`src/rtl/l2_cache_control.sv`:
```
// l2_cache_control: request sequencer for the 4-way, 8-set L2 cache (hit/miss, writeback, fill, LRU, counters)
module l2_cache_control #(
    parameter int NUM_WAYS = 4,
    parameter int CNT_W    = 16
) (
    input  logic                          clk,
    input  logic                          rst,
    input  logic                          mem_read,
    input  logic                          mem_write,
    output logic                          mem_resp,
    input  logic                          hit,
    input  logic [$clog2(NUM_WAYS)-1:0]   hit_way,
    input  logic [$clog2(NUM_WAYS)-1:0]   lru_way,
    input  logic                          lru_dirty,
    output logic                          pmem_read,
    output logic                          pmem_write,
    input  logic                          pmem_resp,
    output logic [$clog2(NUM_WAYS)-1:0]   way_sel,
    output logic                          load_data,
    output logic                          load_tag,
    output logic                          set_dirty,
    output logic                          clr_dirty,
    output logic                          data_src,
    output logic                          addr_sel,
    output logic                          lru_load,
    output logic [$clog2(NUM_WAYS)-1:0]   lru_mru,
    output logic [CNT_W-1:0]              hit_cnt,
    output logic [CNT_W-1:0]              miss_cnt
);
    localparam int WAY_W = $clog2(NUM_WAYS);
    localparam logic [2:0] S_IDLE = 3'd0;
    localparam logic [2:0] S_CMP  = 3'd1;
    localparam logic [2:0] S_WB   = 3'd2;
    localparam logic [2:0] S_FILL = 3'd3;
    localparam logic [2:0] S_DONE = 3'd4;

    logic [2:0]       state_q, state_d;
    logic [WAY_W-1:0] victim_way_q, victim_way_d;
    logic             refill_q, refill_d;
    logic [CNT_W-1:0] hit_cnt_q, hit_cnt_d;
    logic [CNT_W-1:0] miss_cnt_q, miss_cnt_d;
    logic             req;

    assign req      = mem_read | mem_write;
    assign hit_cnt  = hit_cnt_q;
    assign miss_cnt = miss_cnt_q;

    // Next-state, victim/refill bookkeeping, counters and all array/pmem strobes
    always_comb begin
        state_d      = state_q;
        victim_way_d = victim_way_q;
        refill_d     = refill_q;
        hit_cnt_d    = hit_cnt_q;
        miss_cnt_d   = miss_cnt_q;
        mem_resp     = 1'b0;
        pmem_read    = 1'b0;
        pmem_write   = 1'b0;
        way_sel      = '0;
        load_data    = 1'b0;
        load_tag     = 1'b0;
        set_dirty    = 1'b0;
        clr_dirty    = 1'b0;
        data_src     = 1'b0;
        addr_sel     = 1'b0;
        lru_load     = 1'b0;
        lru_mru      = '0;
        case (state_q)
            S_IDLE: begin
                if (req) begin
                    state_d  = S_CMP;
                    refill_d = 1'b0;
                end
            end
            S_CMP: begin
                if (!req) begin
                    state_d = S_IDLE;
                end else if (hit) begin
                    lru_load  = 1'b1;
                    lru_mru   = hit_way;
                    way_sel   = hit_way;
                    load_data = mem_write;
                    set_dirty = mem_write;
                    if (!refill_q && hit_cnt_q != '1)
                        hit_cnt_d = hit_cnt_q + 1'b1;
                    state_d = S_DONE;
                end else begin
                    victim_way_d = lru_way;
                    if (!refill_q && miss_cnt_q != '1)
                        miss_cnt_d = miss_cnt_q + 1'b1;
                    state_d = lru_dirty ? S_WB : S_FILL;
                end
            end
            S_WB: begin
                pmem_write = 1'b1;
                addr_sel   = 1'b1;
                way_sel    = victim_way_q;
                if (pmem_resp)
                    state_d = S_FILL;
            end
            S_FILL: begin
                pmem_read = 1'b1;
                way_sel   = victim_way_q;
                if (pmem_resp) begin
                    load_data = 1'b1;
                    data_src  = 1'b1;
                    load_tag  = 1'b1;
                    clr_dirty = 1'b1;
                    refill_d  = 1'b1;
                    state_d   = S_CMP;
                end
            end
            S_DONE: begin
                mem_resp = 1'b1;
                state_d  = S_IDLE;
            end
            default: state_d = S_IDLE;
        endcase
    end

    // State registers; reset is asynchronous so a mid-transfer reset drops pmem strobes at once
    always_ff @(posedge clk or posedge rst) begin
        if (rst) begin
            state_q      <= S_IDLE;
            victim_way_q <= '0;
            refill_q     <= 1'b0;
            hit_cnt_q    <= '0;
            miss_cnt_q   <= '0;
        end else begin
            state_q      <= state_d;
            victim_way_q <= victim_way_d;
            refill_q     <= refill_d;
            hit_cnt_q    <= hit_cnt_d;
            miss_cnt_q   <= miss_cnt_d;
        end
    end
endmodule

```
`config.mk`:
```
export PLATFORM = sky130hd
export DESIGN_NAME = l2_cache_control
export DESIGN_NICKNAME = d
export VERILOG_FILES = /design/src/rtl/l2_cache_control.sv
export SDC_FILE = /design/constraint.sdc
export NUM_CORES = 1
export LEC_CHECK = 0
export CORE_MARGIN = 1
export CORE_UTILIZATION = 47
export CTS_CLUSTER_DIAMETER = 120
export CTS_CLUSTER_SIZE = 28
export DETAILED_ROUTE_END_ITERATION = 7
export PLACE_DENSITY = 0.87
export SYNTH_ARGS = -nofsm -noshare
export SYNTH_HDL_FRONTEND = slang
export SYNTH_SLANG_ARGS = --single-unit
```
`constraint.sdc`:
```
create_clock -name clk -period 2.1 [get_ports clk]
set_input_delay 0.21 -clock clk [delete_from_list [all_inputs] [get_ports clk]]
set_output_delay 0.21 -clock clk [all_outputs]
set_load 0.02 [all_outputs]
```
==> metrics.txt <==
Max VDD drop=0.810 mV; Buffers & Inverters on Critical Path=1; drt initial violations=84; Post-synth EDFFs=0; input/output buffers=56; Yosys reg bits=38; # Max-Cap Violations=0; startpoint types=flop; Slew HR=63.0%; worst r2r dst=miss_cnt[13]$_DFFE_PP0P_; Detailed Routing Iterations Pass 1=4; antenna-violating nets left=0; Initial Util=50.4%; CTS buffer count=5; syn_area_per_cell=10.9 sq um; clock buffer depth=2; fillers=297; synth warn=0; Final Hold Vio Count=0; # DRC=0; dominant cell type by area after synthesis=dfrtp_1; Syn Nets=186; Top Ports=57; WL final=4100 um; Worst-Margin Slew=0.550 ns; Antenna diodes=0; unrepaired setup endpoints after global routing=false; vias post-DR=1523; # rows=22; grt ovf=0; die area=0.00427 sq mm; nets@finish=256; Critical Path RT=1.89 ns; routed len/inst=14.1 um; htree depth=2; Setup-failing EPs final=0; Pins Over Slew Limit=0; first-pass GRT wire length=6930 um; worst reg-to-reg setup slack=0.23 ns; PD cells=1020 mW/mm^2; Tcrit/Tclk final=95.9%; Setup crit end kind=primary output; Core Region=0.00374 sq mm; Crit path depth=3; most frequent cell after synthesis=dfrtp_1; CP cell instances=and4bb_2, and2_1, clkdlybuf4s50_1; synth top area cells=dfrtp_1 (50%), xnor2_1 (10%), nand4_1 (4.3%); status=finished clean; cell area after layout=0.00270 sq mm; hold crit path type=in -> async; Critical Path Max Stage Delay=0.60 ns; Setup CP Type=reg -> out; Worst Reg2Reg Path Length in Cells=4; CTS tree=done; share of the synthesized area in the top cell type=50.4%; clock latency on the worst-skew pair=0.29 ns; f_max=496 MHz; routed vias/inst=5.22; clock sink count=38; Post-DP Area=0.00255 sq mm; Layout Utilization=72.2%; layout cells sized above 1=13.5%; Worst Skew=0.00532 ns; Post-CTS Setup Bufs=0; CP Max Fanout=6; asr flop ratio synth=100%; critical path arrival=1.80 ns; top_reg_cell synth=dfrtp_1; minimum clock period=2.01 ns; Seq/Total Area, Yosys=50.4%; Yosys cell types=38; clock root cell=clkbuf_8; gpl congestion=0.848; P_leak=0.00123 uW; top cells by count, synth=dfrtp_1 (38), xnor2_1 (22), nand2_1 (13), nand4_1 (13), nand3_1 (12); Die X=65.3 um; largest net degree at the start of global routing=39; Mapped Area=0.00189 sq mm; Power, Total=2760 uW; hpwl dp=2980 um; antenna violations before repair=0; clock slew at reported path FFs=0.08 ns; Mapped Cells=173; Area Growth Syn to Fin=43.3%; vias in the first global route=1487; Top delay family on crit path=buffers and inverters; Worst path slowest cell=clkdlybuf4s50_1; chip height=65.3 um; RR Startpoint=state_q[1]$_DFFE_PP0P_; gr usage total=21.3%
[metrics by stage]
step | hold slack (ns) | TNS, ns | instances | setup slack, ns
after floorplan | 0.360 | 0 | 173 | 0.0183
after global placement | 0.486 | -0.483 | 284 | -0.0766
after detailed placement | 0.487 | -0.640 | 284 | -0.114
after CTS | 0.351 | 0 | 292 | 0.00911
after global routing | 0.387 | 0 | 292 | 0.0130
final | 0.333 | 0 | 292 | 0.0859
[power breakdown]
group | leakage (uW) | switching [uW] | internal, uW
Combinational | 0.000650 | 480 | 484
Clock | 0.0000714 | 258 | 507
Sequential | 0.000510 | 165 | 862
[final cells by class]
cell class	count	area, sq um	share of cell area (%)
sequential	38	951	35.2
inverter	3	11.3	0.417
clock inverter	2	60.1	2.22
multi-input combinational	126	880	32.5
tap	48	60.1	2.22
clock buffer	6	82.6	3.06
timing repair buffer	69	658	24.4
[worst register-to-register path: cells and delay by family (launching register included)]
kind | cells | cell delay [ns]
flops | 1 | 0.42
xor+xnor | 1 | 0.15
simple gates | 3 | 1.18
[cell families after synthesis]
| logic type | after synthesis | share of synthesized area [%] |
|---|---|---|
| simple gates | 78 | 24.2 |
| flops | 38 | 50.4 |
| xor+xnor | 30 | 13.9 |
| compound gates | 12 | 4.51 |
| buf+inv | 9 | 3.25 |
| mux | 4 | 2.39 |
| fa+ha+maj | 2 | 1.33 |
[cell usage in the layout (no fill, tap or decap), types with 2 or more instances in the layout]
cell / instances
nand4_1: 13
nand3_1: 12
and3_1: 4
dlygate4sd2_1: 6
o21ai_0: 3
and2_1: 5
mux2_2: 4
nand2b_1: 2
nor2b_1: 2
clkdlybuf4s50_1: 46
bufinv_16: 2
nor3_1: 3
xor2_1: 8
buf_4: 13
nor2_1: 11
inv_1: 3
nor4_2: 2
clkbuf_8: 6
nor3b_1: 2
nor3_2: 2
dfrtp_1: 38
xnor2_1: 22
a21o_1: 2
nand2_1: 13
dlymetal6s2s_1: 3
ha_1: 2
[registers in the layout (all words and copies together) (netlist names)]
register,cells
victim_way_q,2
miss_cnt,16
hit_cnt,16
refill_q,1
state_q,3
[routing by layer]
| layer | global-route usage, % | share of wire, % | vias to the layer above |
|---|---|---|---|
| met5 | 0 | 0 | - |
| met4 | 6.25 | 1.2 | 0 |
| met3 | 6.08 | 4.8 | 6 |
| met2 | 36.6 | 50 | 49 |
| met1 | 25.9 | 44 | 726 |
| li1 | - | - | 742 |
[worst max-delay path by stage]
stage	to	slack (ns)	from
global route	way_sel[1]	0.01	state_q[2]$_DFFE_PP0P_
CTS	clr_dirty	0.009	state_q[1]$_DFFE_PP0P_
finish	set_dirty	0.09	state_q[2]$_DFFE_PP0P_
detailed placement	miss_cnt[13]$_DFFE_PP0P_	-0.11	hit
global placement	miss_cnt[15]$_DFFE_PP0P_	-0.08	hit
floorplan	miss_cnt[1]$_DFFE_PP0P_	0.02	miss_cnt[0]$_DFFE_PP0P_
[what timing repair did]
action                                  CTS  global route
gates resized for setup                   8             4
hold buffers                              0             0
pin swaps                                 0             0
endpoints found under the setup margin    8             4
cloned                                    0             0
Power figures use the tool's default switching activity.
